**src/rtl/pulse_train_pkg.sv**
```systemverilog
// Shared types, default widths and the phase-duration helper for the pulse train generator.
package pulse_train_pkg;

  localparam int unsigned CNT_W_DEF  = 4;
  localparam int unsigned TIME_W_DEF = 16;
  // Widest duration field the load helper can accept.
  localparam int unsigned DUR_MAX_W  = 32;

  typedef enum logic [1:0] {
    IDLE = 2'd0,
    HIGH = 2'd1,
    LOW  = 2'd2
  } state_e;

  // Timer load value for a phase of d cycles; a zero duration behaves like one cycle.
  function automatic logic [DUR_MAX_W-1:0] dur_load(input logic [DUR_MAX_W-1:0] d);
    return (d == '0) ? '0 : (d - DUR_MAX_W'(1));
  endfunction

endpackage

```
**src/rtl/pulse_train_gen_phase_timer.sv**
```systemverilog
// Down-counter timing one HIGH or LOW phase; reloads itself with load_val when it expires.
module phase_timer #(
  parameter int unsigned TIME_W = 16
) (
  input  logic              clk,
  input  logic              resetn,
  input  logic              load,
  input  logic [TIME_W-1:0] load_val,
  output logic              expire
);

  logic [TIME_W-1:0] count_d;
  logic [TIME_W-1:0] count_q;

  // Next count: forced load, automatic reload at zero (next phase entry), else count down.
  always_comb begin
    count_d = count_q;
    if (load || (count_q == '0)) begin
      count_d = load_val;
    end else begin
      count_d = count_q - TIME_W'(1);
    end
  end

  // Counter register.
  always_ff @(posedge clk or negedge resetn) begin
    if (!resetn) begin
      count_q <= '0;
    end else begin
      count_q <= count_d;
    end
  end

  assign expire = (count_q == '0) && !load;

endmodule

```
**src/rtl/pulse_train_gen.sv**
```systemverilog
// Programmable pulse train generator: N pulses of H high cycles separated by L low cycles.
module pulse_train_gen
  import pulse_train_pkg::*;
#(
  parameter int unsigned CNT_W  = CNT_W_DEF,
  parameter int unsigned TIME_W = TIME_W_DEF
) (
  input  logic              clk,
  input  logic              resetn,
  input  logic              start,
  input  logic              abort,
  input  logic [CNT_W-1:0]  num_pulses,
  input  logic [TIME_W-1:0] high_cycles,
  input  logic [TIME_W-1:0] low_cycles,
  output logic              s_out,
  output logic              busy,
  output logic              done,
  output logic              aborted,
  output logic [CNT_W-1:0]  pulses_sent
);

  state_e            state_d, state_q;
  logic              s_out_d, s_out_q;
  logic              busy_d, busy_q;
  logic              done_d, done_q;
  logic              aborted_d, aborted_q;
  logic [CNT_W-1:0]  pulses_sent_d, pulses_sent_q;
  logic [CNT_W-1:0]  num_d, num_q;
  logic [TIME_W-1:0] high_d, high_q;
  logic [TIME_W-1:0] low_d, low_q;

  logic              accept_c;
  logic              timer_load_c;
  logic [TIME_W-1:0] timer_load_val_c;
  logic              timer_expire;

  assign accept_c = start && !abort;

  // Timer is held loaded while idle; in a phase it preloads the length of the phase that follows.
  always_comb begin
    timer_load_c     = (state_q == IDLE);
    timer_load_val_c = TIME_W'(dur_load(DUR_MAX_W'(high_cycles)));
    case (state_q)
      HIGH:    timer_load_val_c = TIME_W'(dur_load(DUR_MAX_W'(low_q)));
      LOW:     timer_load_val_c = TIME_W'(dur_load(DUR_MAX_W'(high_q)));
      default: timer_load_val_c = TIME_W'(dur_load(DUR_MAX_W'(high_cycles)));
    endcase
  end

  phase_timer #(
    .TIME_W(TIME_W)
  ) u_phase_timer (
    .clk      (clk),
    .resetn   (resetn),
    .load     (timer_load_c),
    .load_val (timer_load_val_c),
    .expire   (timer_expire)
  );

  // Next-state and registered-output logic.
  always_comb begin
    state_d       = state_q;
    s_out_d       = s_out_q;
    busy_d        = busy_q;
    done_d        = 1'b0;
    aborted_d     = aborted_q;
    pulses_sent_d = pulses_sent_q;
    num_d         = num_q;
    high_d        = high_q;
    low_d         = low_q;

    case (state_q)
      IDLE: begin
        if (accept_c) begin
          num_d         = num_pulses;
          high_d        = high_cycles;
          low_d         = low_cycles;
          aborted_d     = 1'b0;
          pulses_sent_d = '0;
          if (num_pulses == '0) begin
            done_d = 1'b1;
          end else begin
            state_d       = HIGH;
            s_out_d       = 1'b1;
            busy_d        = 1'b1;
            pulses_sent_d = CNT_W'(1);
          end
        end
      end

      HIGH: begin
        if (abort) begin
          state_d   = IDLE;
          s_out_d   = 1'b0;
          busy_d    = 1'b0;
          done_d    = 1'b1;
          aborted_d = 1'b1;
        end else if (timer_expire) begin
          s_out_d = 1'b0;
          if (pulses_sent_q == num_q) begin
            state_d = IDLE;
            busy_d  = 1'b0;
            done_d  = 1'b1;
          end else begin
            state_d = LOW;
          end
        end
      end

      LOW: begin
        if (abort) begin
          state_d   = IDLE;
          s_out_d   = 1'b0;
          busy_d    = 1'b0;
          done_d    = 1'b1;
          aborted_d = 1'b1;
        end else if (timer_expire) begin
          state_d       = HIGH;
          s_out_d       = 1'b1;
          pulses_sent_d = pulses_sent_q + CNT_W'(1);
        end
      end

      default: begin
        state_d = IDLE;
        s_out_d = 1'b0;
        busy_d  = 1'b0;
      end
    endcase
  end

  // State, output and latched-configuration registers.
  always_ff @(posedge clk or negedge resetn) begin
    if (!resetn) begin
      state_q       <= IDLE;
      s_out_q       <= 1'b0;
      busy_q        <= 1'b0;
      done_q        <= 1'b0;
      aborted_q     <= 1'b0;
      pulses_sent_q <= '0;
      num_q         <= '0;
      high_q        <= '0;
      low_q         <= '0;
    end else begin
      state_q       <= state_d;
      s_out_q       <= s_out_d;
      busy_q        <= busy_d;
      done_q        <= done_d;
      aborted_q     <= aborted_d;
      pulses_sent_q <= pulses_sent_d;
      num_q         <= num_d;
      high_q        <= high_d;
      low_q         <= low_d;
    end
  end

  assign s_out       = s_out_q;
  assign busy        = busy_q;
  assign done        = done_q;
  assign aborted     = aborted_q;
  assign pulses_sent = pulses_sent_q;

endmodule

```
**config.mk**
```make
export PLATFORM = sky130hd
export DESIGN_NAME = pulse_train_gen
export DESIGN_NICKNAME = d
export VERILOG_FILES = /design/src/rtl/pulse_train_pkg.sv /design/src/rtl/pulse_train_gen_phase_timer.sv /design/src/rtl/pulse_train_gen.sv
export SDC_FILE = /design/constraint.sdc
export NUM_CORES = 1
export LEC_CHECK = 0
export CORE_ASPECT_RATIO = 1.2
export CORE_MARGIN = 4
export CORE_UTILIZATION = 40
export CTS_CLUSTER_DIAMETER = 80
export CTS_CLUSTER_SIZE = 40
export DETAILED_ROUTE_END_ITERATION = 10
export GPL_ROUTABILITY_DRIVEN = 0
export PLACE_DENSITY = 0.6
export REMOVE_ABC_BUFFERS = 1
export SLEW_MARGIN = 0
export SYNTH_ARGS = -nofsm -noshare
export SYNTH_HDL_FRONTEND = slang
export SYNTH_HIERARCHICAL = 1
export SYNTH_SLANG_ARGS = --single-unit
export TNS_END_PERCENT = 1
```
**constraint.sdc**
```tcl
create_clock -name clk -period 5.6 [get_ports clk]
set_input_delay 1.12 -clock clk [delete_from_list [all_inputs] [get_ports clk]]
set_output_delay 1.12 -clock clk [all_outputs]
set_load 0.03 [all_outputs]
```
==> flow_metrics.env, run 1 <==
export IMPL_cts_tree="yes"
export IMPL_grt_overflow=0
export IMPL_die_h_um=119
export IMPL_cts_htree_levels=3
export IMPL_clk_path_buf_depth=2
export IMPL_synth_most_common_cell="nand2_1"
export IMPL_cpMaxStageDelayCell="nor3b_1"
export IMPL_ant_nets=0
export IMPL_final_area_um2=5020
export IMPL_rsz0062_at_grt="no"
export IMPL_hold_path_class="flip-flop to flip-flop"
export IMPL_required_ns=5.82
export IMPL_irDropWorstVdd_v=0.000255
export IMPL_core_um2=10100
export IMPL_netlist_instances=484
export IMPL_path_clk_slew_ns=0.05
export IMPL_routed_via_density=5.40
export IMPL_leakagePower_nw=2.12
export IMPL_crit_type="primary input to flip-flop"
export IMPL_worstRegToRegCells=6
export IMPL_slew_headroom=0.384
export IMPL_root_buffer="clkbuf_16"
export IMPL_ff2ff_setup_slack_ns=2.91
export IMPL_syn_avg_cell_area_um2=8.53
export IMPL_powerDensity_nw_per_um2=538
export IMPL_drv_cap=0
export IMPL_synth_lib_cells_used_distinct=52
export IMPL_hold_path_startpoint="s_out$_DFFE_PN0P_"
export IMPL_synthArstFlopShare=1.00
export IMPL_worst_ep_arrival_time_ns=3.69
export IMPL_endpoint_kind="flip-flop"
export IMPL_setup_violations=0
export IMPL_nFillCells=972
export IMPL_timing_rr_start="high_q[2]$_DFFE_PN0P_"
export IMPL_postCtsSetupRepairBufs=0
export IMPL_synth_seq_cells=62
export IMPL_fmax_ghz=0.288
export IMPL_synth_area_um2=4130
export IMPL_antenna_found_initial=0
export IMPL_synth_edff_count=0
export IMPL_slew_violations=0
export IMPL_first_iter_violations=206
export IMPL_fin_crit_ns=3.47
export IMPL_cts_repair_resized=0
export IMPL_critPathLaunch="high_cycles[0]"
export IMPL_cp_cell_sequence="clkdlybuf4s50_1 -> inv_1 -> ha_1 -> nor3b_1 -> nand3_1 -> o31ai_1 -> o21ai_0 -> mux2_1"
export IMPL_wire_per_inst_um=15.7
export IMPL_holdWs_ns=0.472
export IMPL_final_util=0.499
export IMPL_fin_ws_ns=2.13
export IMPL_tns_ns=0
export IMPL_hold_depth=2
export IMPL_worstHoldEndpoint="s_out$_DFFE_PN0P_"
export IMPL_ys_seq_area_frac=0.376
export IMPL_layout_nets=579
export IMPL_grt_max_degree=63
export IMPL_grt_usage=0.184
export IMPL_yosysTopAreaCellShare=0.376
export IMPL_area_delta_synth_final_pct=21.5
export IMPL_io_buffer_count=47
export IMPL_die_x_um=101
export IMPL_yosysWarnings=6
export IMPL_grt_first_pass_wirelength_um=17300
export IMPL_drt_drc_violations_left=0
export IMPL_holdBufCountCts=0
export IMPL_crit_fanout=6
export IMPL_drt_first_pass_iters=4
export IMPL_post_dp_cell_area_um2=4680
export IMPL_hpwlAfterDp_um=7670
export IMPL_numCtsBuffers=9
export IMPL_max_slew_worst_pin_slew_ns=0.915
export IMPL_regToRegEndpoint="u_phase_timer/count_q[0]$_DFF_PN0_"
export IMPL_period_share=0.620
export IMPL_synthFlopType="dfrtp_1"
export IMPL_finalWirelength_um=10300
export IMPL_start_util=0.410
export IMPL_placementRows=40
export IMPL_clk_latency_ns=0.33
export IMPL_dieArea_um2=12000
export IMPL_synth_common_cells="nand2_1 (137), dfrtp_1 (62), nor2_1 (46)"
export IMPL_diodes=0
export IMPL_clkSinkCount=62
export IMPL_synth_top_area_cell="dfrtp_1"
export IMPL_status="finished clean"
export IMPL_synthTopCellsByArea="dfrtp_1 (38%), nand2_1 (12%), xor2_1 (6.4%)"
export IMPL_final_setup_skew_ns=0.00615
export IMPL_ioPinCount=48
export IMPL_dp_slack_ns=1.82
export IMPL_drive_above_1_share=0.0994
export IMPL_grt_pass1_vias=3562
export IMPL_vias=3557
export IMPL_hold_violations=0
export IMPL_worst_setup_path_start_kind="primary input"
export IMPL_max_stage_delay_ns=0.53
worst max-delay path: cells and delay by family:
family	cells	cell delay, ns
AND/OR/NAND/NOR	2	0.82
buffers and inverters	2	0.55
adder cells (fa/ha/maj)	1	0.17
multiplexers	1	0.33
AO/OA/AOI/OAI	2	0.71
registers in the layout, summed over array words and instances, names as in the netlist:
name and cells:
aborted 1, busy 1, done 1, high_q 16, low_q 16, num_q 4
pulses_sent 4, s_out 1, state_q 2, u_phase_timer/count_q 16
placed cells by master (no fill, tap or decap), drive strengths merged, types with 3 or more instances in the layout:
| cell type | netlist | layout |
|---|---|---|
| nor4 | 18 | 18 |
| a21oi | 21 | 21 |
| nor3 | 10 | 10 |
| xnor2 | 23 | 23 |
| or4 | 8 | 8 |
| mux2i | 4 | 4 |
| xor2 | 30 | 30 |
| o221ai | 13 | 13 |
| o31ai | 5 | 5 |
| o41ai | 3 | 3 |
| clkbuf | 10 | 11 |
| ha | 11 | 11 |
| clkdlybuf4s50 | 0 | 46 |
| nand3 | 5 | 5 |
| nor2 | 46 | 46 |
| and3 | 3 | 3 |
| nor3b | 5 | 5 |
| buf | 8 | 5 |
| nand2b | 3 | 3 |
| dfrtp | 62 | 62 |
| nand4 | 4 | 4 |
| inv | 14 | 14 |
| a31oi | 3 | 3 |
| o21ai | 12 | 12 |
| nand2 | 137 | 137 |
cells by family (layout without fill, tap and decap cells):
kind of cell / after synthesis / after routing / share of synthesized area
multiplexers: 5 / 5 / 0.0124
AO/OA/AOI/OAI: 69 / 69 / 0.134
buffers and inverters: 32 / 81 / 0.0376
adder cells (fa/ha/maj): 11 / 11 / 0.0333
AND/OR/NAND/NOR: 252 / 252 / 0.294
XOR/XNOR: 53 / 53 / 0.112
flip-flops: 62 / 62 / 0.376
worst max-delay path by stage:
stage,cells after the start,to,slack (ns)
global placement,8,u_phase_timer/count_q[0]$_DFF_PN0_,1.89
global route,8,u_phase_timer/count_q[0]$_DFF_PN0_,1.95
floorplan,5,pulses_sent[0]$_DFFE_PN0P_,2.57
detailed placement,8,u_phase_timer/count_q[0]$_DFF_PN0_,1.82
CTS,8,u_phase_timer/count_q[0]$_DFF_PN0_,2.16
finish,8,u_phase_timer/count_q[0]$_DFF_PN0_,2.13
routing by layer:
| metal | GRT usage | up-vias | share of wire |
|---|---|---|---|
| met2 | 0.310 | 74 | 0.50 |
| li1 | - | 1760 | - |
| met5 | 0 | - | 0 |
| met3 | 0.0287 | 27 | 0.039 |
| met4 | 0.0986 | 0 | 0.036 |
| met1 | 0.222 | 1696 | 0.43 |
stage by stage:
step                      power, W  cells
after floorplan            0.00173    466
after global placement     0.00207    643
after detailed placement   0.00209    643
after CTS                  0.00272    659
after global routing       0.00291    659
final                      0.00270    659
power by group:
part | switching [W] | total (W) | internal, W | leakage (nW)
logic | 0.000669 | 0.00116 | 0.000493 | 1.19
clock network | 0.000203 | 0.000617 | 0.000413 | 0.162
registers | 0.000264 | 0.000919 | 0.000655 | 0.763
total | 0.00114 | 0.00270 | 0.00156 | 2.12
layout make-up:
| cell class | count | area [um2] | area share |
|---|---|---|---|
| clock buffer | 11 | 253 | 0.0504 |
| tap | 126 | 158 | 0.0314 |
| clock inverter | 5 | 81.3 | 0.0162 |
| sequential | 62 | 1550 | 0.309 |
| multi-input combinational | 390 | 2420 | 0.483 |
| timing repair buffer | 51 | 495 | 0.0988 |
| inverter | 14 | 52.6 | 0.0105 |
Power figures use the tool's default switching activity.
==> run 2: changes to the inputs <==
Clock period 5.6 ns to 3.2 ns, I/O delays scaled along.
==> flow_metrics.env, run 2 (synthesized netlist as in run 1, its figures left out) <==
export IMPL_routed_via_density=5.45
export IMPL_root_buffer="clkbuf_16"
export IMPL_cts_htree_levels=3
export IMPL_io_buffer_count=47
export IMPL_area_delta_synth_final_pct=21.8
export IMPL_slew_headroom=0.278
export IMPL_powerDensity_nw_per_um2=931
export IMPL_grt_first_pass_wirelength_um=18000
export IMPL_setup_violations=0
export IMPL_drt_first_pass_iters=4
export IMPL_crit_type="primary input to flip-flop"
export IMPL_die_x_um=101
export IMPL_post_dp_cell_area_um2=4730
export IMPL_antenna_found_initial=0
export IMPL_die_h_um=119
export IMPL_hpwlAfterDp_um=8160
export IMPL_final_area_um2=5030
export IMPL_clkSinkCount=62
export IMPL_grt_usage=0.191
export IMPL_fin_ws_ns=0.531
export IMPL_period_share=0.834
export IMPL_cts_tree="yes"
export IMPL_nFillCells=985
export IMPL_endpoint_kind="flip-flop"
export IMPL_hold_violations=0
export IMPL_drive_above_1_share=0.103
export IMPL_vias=3603
export IMPL_status="finished clean"
export IMPL_fmax_ghz=0.375
export IMPL_max_slew_worst_pin_slew_ns=1.07
export IMPL_postCtsSetupRepairBufs=0
export IMPL_clk_path_buf_depth=2
export IMPL_layout_common_cells="nand2_1 (137), dfrtp_1 (62), clkdlybuf4s50_1 (46)"
export IMPL_first_iter_violations=160
export IMPL_ant_nets=0
export IMPL_required_ns=3.40
export IMPL_drt_drc_violations_left=0
export IMPL_start_util=0.410
export IMPL_holdBufCountCts=0
export IMPL_fin_crit_ns=2.67
export IMPL_leakagePower_nw=2.13
export IMPL_grt_overflow=0
export IMPL_holdWs_ns=0.456
export IMPL_wire_per_inst_um=16.3
export IMPL_clk_latency_ns=0.33
export IMPL_numCtsBuffers=9
export IMPL_finalPower_w=0.00468
export IMPL_cts_repair_resized=0
export IMPL_rsz0062_at_grt="no"
export IMPL_hold_path_class="primary input to asynchronous set/reset pin"
export IMPL_dieArea_um2=12000
export IMPL_diodes=0
export IMPL_final_common_cell="nand2_1"
export IMPL_grt_max_degree=41
export IMPL_slew_violations=0
export IMPL_dp_slack_ns=0.229
export IMPL_crit_fanout=11
export IMPL_core_um2=10100
export IMPL_tns_ns=0
export IMPL_placementRows=40
export IMPL_worst_setup_path_start_kind="primary input"
export IMPL_final_setup_skew_ns=0.00826
export IMPL_grt_pass1_vias=3691
export IMPL_finalWirelength_um=10800
export IMPL_ioPinCount=48
export IMPL_drv_cap=0
export IMPL_layout_nets=584
export IMPL_worst_ep_arrival_time_ns=2.87
export IMPL_largestRegisters="high_q x16, low_q x16, u_phase_timer/count_q x16"
export IMPL_irDropWorstVdd_v=0.000471
export IMPL_path_clk_slew_ns=0.05
run 2: cell count changes in the layout (fill, tap and decap cells not counted), sizes merged:
cell      change
clkbuf        +1
clkinvlp      -1
clkinv        -2
bufinv        -1
buf           +5
run 2: area by class of cell:
cell class	instances	area, um2	share of cell area
clock buffer	12	267	0.0530
clock inverter	1	30.0	0.00597
inverter	14	52.6	0.0105
multi-input combinational	390	2420	0.482
sequential	62	1550	0.309
tap	126	158	0.0314
timing repair buffer	56	546	0.108
run 2: worst max-delay path, cell delays in order:
cell	delay (ns)
clkdlybuf4s50_1	0.48
inv_1	0.09
ha_1	0.17
nor3b_1	0.31
nand3_1	0.26
o31a_1	0.46
nand2_1	0.11
o221ai_1	0.13
nor2_1	0.17
a21oi_2	0.05
run 2: metrics by stage:
stage | cells | util
2_1_floorplan | 466 | -
3_3_place_gp | 648 | 0.470
3_5_place_dp | 648 | 0.470
4_1_cts | 661 | 0.500
5_1_grt | 661 | 0.500
6_report | 661 | 0.500
run 2: power by group:
group          internal [W]  switching, W
clock network      0.000653      0.000330
logic              0.000875       0.00122
registers           0.00115      0.000461
total               0.00267       0.00201
run 2: metal layers:
metal / part of all wire / vias up / global-route usage
met1: 0.41 / 1701 / 0.229
met3: 0.047 / 30 / 0.0410
met5: 0 / - / 0
li1: - / 1766 / -
met2: 0.50 / 106 / 0.320
met4: 0.043 / 0 / 0.0893
run 2: final timing paths:
path,from,to,slack (ns),cells past startpoint
setup / recovery,high_cycles[0],u_phase_timer/count_q[10]$_DFF_PN0_,0.53,10
hold / removal,resetn,num_q[1]$_DFFE_PN0P_,0.46,1
setup reg to reg,high_q[2]$_DFFE_PN0P_,u_phase_timer/count_q[0]$_DFF_PN0_,0.67,6
hold reg to reg,s_out$_DFFE_PN0P_,s_out$_DFFE_PN0P_,0.49,2
max in group asynchronous,resetn,low_q[4]$_DFFE_PN0P_,1.95,2
min in group clk,s_out$_DFFE_PN0P_,s_out$_DFFE_PN0P_,0.49,2
==> run 3: changes to the inputs <==
Settings changed: PLACE_DENSITY 0.6 to 0.63.
Clock period 3.2 ns to 2.3 ns, I/O delays scaled along.
==> flow_metrics.env, run 3 (synthesized netlist as in run 1, its figures left out) <==
export IMPL_powerDensity_nw_per_um2=1230
export IMPL_slew_headroom=0.589
export IMPL_clkSinkCount=62
export IMPL_finalWirelength_um=11100
export IMPL_period_share=0.968
export IMPL_internal_power_w=0.00382
export IMPL_die_x_um=101
export IMPL_ant_nets=0
export IMPL_hold_violations=0
export IMPL_p_seq_frac=0.325
export IMPL_path_buf_inv=4
export IMPL_hold_path_class="primary input to asynchronous set/reset pin"
export IMPL_grt_max_degree=39
export IMPL_cts_tree="yes"
export IMPL_fin_crit_ns=2.23
export IMPL_p_clk_frac=0.181
export IMPL_drt_drc_violations_left=0
export IMPL_leakagePower_nw=2.36
export IMPL_area_delta_synth_final_pct=31.0
export IMPL_grt_first_pass_wirelength_um=18200
export IMPL_diodes=0
export IMPL_crit_fanout=5
export IMPL_start_util=0.410
export IMPL_status="finished clean"
export IMPL_clk_latency_ns=0.34
export IMPL_critPathTopFamily="buffers and inverters"
export IMPL_postCtsSetupRepairBufs=0
export IMPL_ioPinCount=48
export IMPL_cpMaxStageDelayCell="clkdlybuf4s50_1"
export IMPL_core_um2=10100
export IMPL_placementRows=40
export IMPL_layout_nets=629
export IMPL_antenna_found_initial=0
export IMPL_grt_overflow=0
export IMPL_irDropWorstVdd_v=0.000557
export IMPL_wire_per_inst_um=15.7
export IMPL_rsz0062_at_grt="yes"
export IMPL_hpwlAfterDp_um=8630
export IMPL_combPwrFrac=0.494
export IMPL_crit_type="primary input to flip-flop"
export IMPL_drive_above_1_share=0.186
export IMPL_endpoint_kind="flip-flop"
export IMPL_path_clk_slew_ns=0.05
export IMPL_clk_path_buf_depth=2
export IMPL_first_iter_violations=181
export IMPL_die_h_um=119
export IMPL_cpMostUsedCell="buf_4"
export IMPL_fmax_ghz=0.449
export IMPL_final_util=0.538
export IMPL_post_dp_cell_area_um2=5070
export IMPL_root_buffer="clkbuf_16"
export IMPL_grt_usage=0.193
export IMPL_holdBufCountCts=0
export IMPL_post_place_cells=692
export IMPL_largestRegisters="high_q x16, low_q x16, u_phase_timer/count_q x16"
export IMPL_dieArea_um2=12000
export IMPL_grt_pass1_vias=3788
export IMPL_final_area_um2=5410
export IMPL_vias=3685
export IMPL_io_buffer_count=47
export IMPL_layout_common_cells="nand2_1 (137), dfrtp_1 (62), buf_4 (51)"
export IMPL_max_slew_worst_pin_slew_ns=0.610
export IMPL_cp_cell_sequence="clkdlybuf4s50_1 -> buf_4 -> nor4_2 -> buf_4 -> nand3_4 -> o31ai_2 -> buf_4 -> o21ai_0 -> mux2_1"
export IMPL_drv_cap=0
export IMPL_final_setup_skew_ns=0.00508
export IMPL_final_cell_count_no_fill=707
export IMPL_drt_first_pass_iters=4
export IMPL_routed_via_density=5.21
export IMPL_power_switching_share=0.428
export IMPL_required_ns=2.52
export IMPL_max_stage_delay_ns=0.42
export IMPL_worst_setup_path_start_kind="primary input"
export IMPL_slew_violations=0
export IMPL_cts_htree_levels=3
export IMPL_numCtsBuffers=9
export IMPL_power_net_switching_w=0.00286
export IMPL_setup_violations=0
export IMPL_final_common_cell="nand2_1"
export IMPL_worst_ep_arrival_time_ns=2.44
-- run 3: cell count changes in the layout (fill, tap and decap cells not counted), moves of 2 or more --
cell and change:
buf_4 +43, clkbuf_8 -2, clkinv_2 +2, nor4_1 -2
nor4_2 +2, clkbuf_1 +2
-- run 3: layout make-up --
| class | instances | area [um2] |
|---|---|---|
| Clock buffer | 12 | 246 |
| Multi-Input combinational cell | 391 | 2500 |
| Sequential cell | 62 | 1550 |
| Tap cell | 126 | 158 |
| Inverter | 14 | 52.6 |
| Clock inverter | 2 | 10.0 |
| Timing Repair Buffer | 100 | 891 |
| Fill cell | 955 | 4650 |
-- run 3: power by group through the flow --
| stage | logic [W] | registers, W | clock network (W) |
|---|---|---|---|
| detailed placement | 0.00324 | 0.00218 | 0 |
| floorplan | 0.00206 | 0.00215 | 0 |
| global route | 0.00365 | 0.00225 | 0.00130 |
| CTS | 0.00326 | 0.00216 | 0.00124 |
| finish | 0.00330 | 0.00217 | 0.00121 |
| global placement | 0.00317 | 0.00215 | 0 |
-- run 3: through the flow --
step | setup TNS, ns | hold slack, ns | worst slack [ns] | total power, W
finish | 0 | 0.0650 | 0.0725 | 0.00667
global route | -0.00931 | 0.0972 | -0.00644 | 0.00719
CTS | -0.0574 | 0.0740 | -0.0233 | 0.00666
detailed placement | -5.24 | 0.437 | -0.385 | 0.00542
global placement | -3.58 | 0.437 | -0.283 | 0.00533
floorplan | -3.25 | 0.164 | -0.317 | 0.00422
-- run 3: repair_timing --
action                     CTS  global route
gates cloned                 0             1
gates resized for setup      1            12
setup endpoints to repair    4            17
pin swaps                    0             2
-- run 3: final timing paths --
| check | from | end | slack (ns) | cells after the start |
|---|---|---|---|---|
| worst min register to register | s_out$_DFFE_PN0P_ | s_out$_DFFE_PN0P_ | 0.48 | 2 |
| worst max-delay path | high_cycles[4] | u_phase_timer/count_q[0]$_DFF_PN0_ | 0.07 | 9 |
| min in group clk | s_out$_DFFE_PN0P_ | s_out$_DFFE_PN0P_ | 0.48 | 2 |
| worst max register to register | low_q[4]$_DFFE_PN0P_ | u_phase_timer/count_q[0]$_DFF_PN0_ | 0.10 | 6 |
| worst min-delay path | resetn | num_q[1]$_DFFE_PN0P_ | 0.06 | 1 |
| max in group asynchronous | resetn | low_q[8]$_DFFE_PN0P_ | 1.57 | 2 |
-- run 3: metal layers --
layer  GRT usage  vias to the layer above  share of wire
met3      0.0439                       18          0.040
met4      0.0750                        0          0.026
li1            -                     1856              -
met1       0.237                     1745           0.44
met2       0.324                       66           0.50
met5           0                        -              0
-- run 3: worst reg2reg max path, cell delays in order (launching register included) --
cell,delay [ns]
dfrtp_1,0.42
or4_4,0.53
nor3b_2,0.23
a31o_2,0.26
o22a_1,0.14
o21ai_0,0.16
mux2_1,0.33
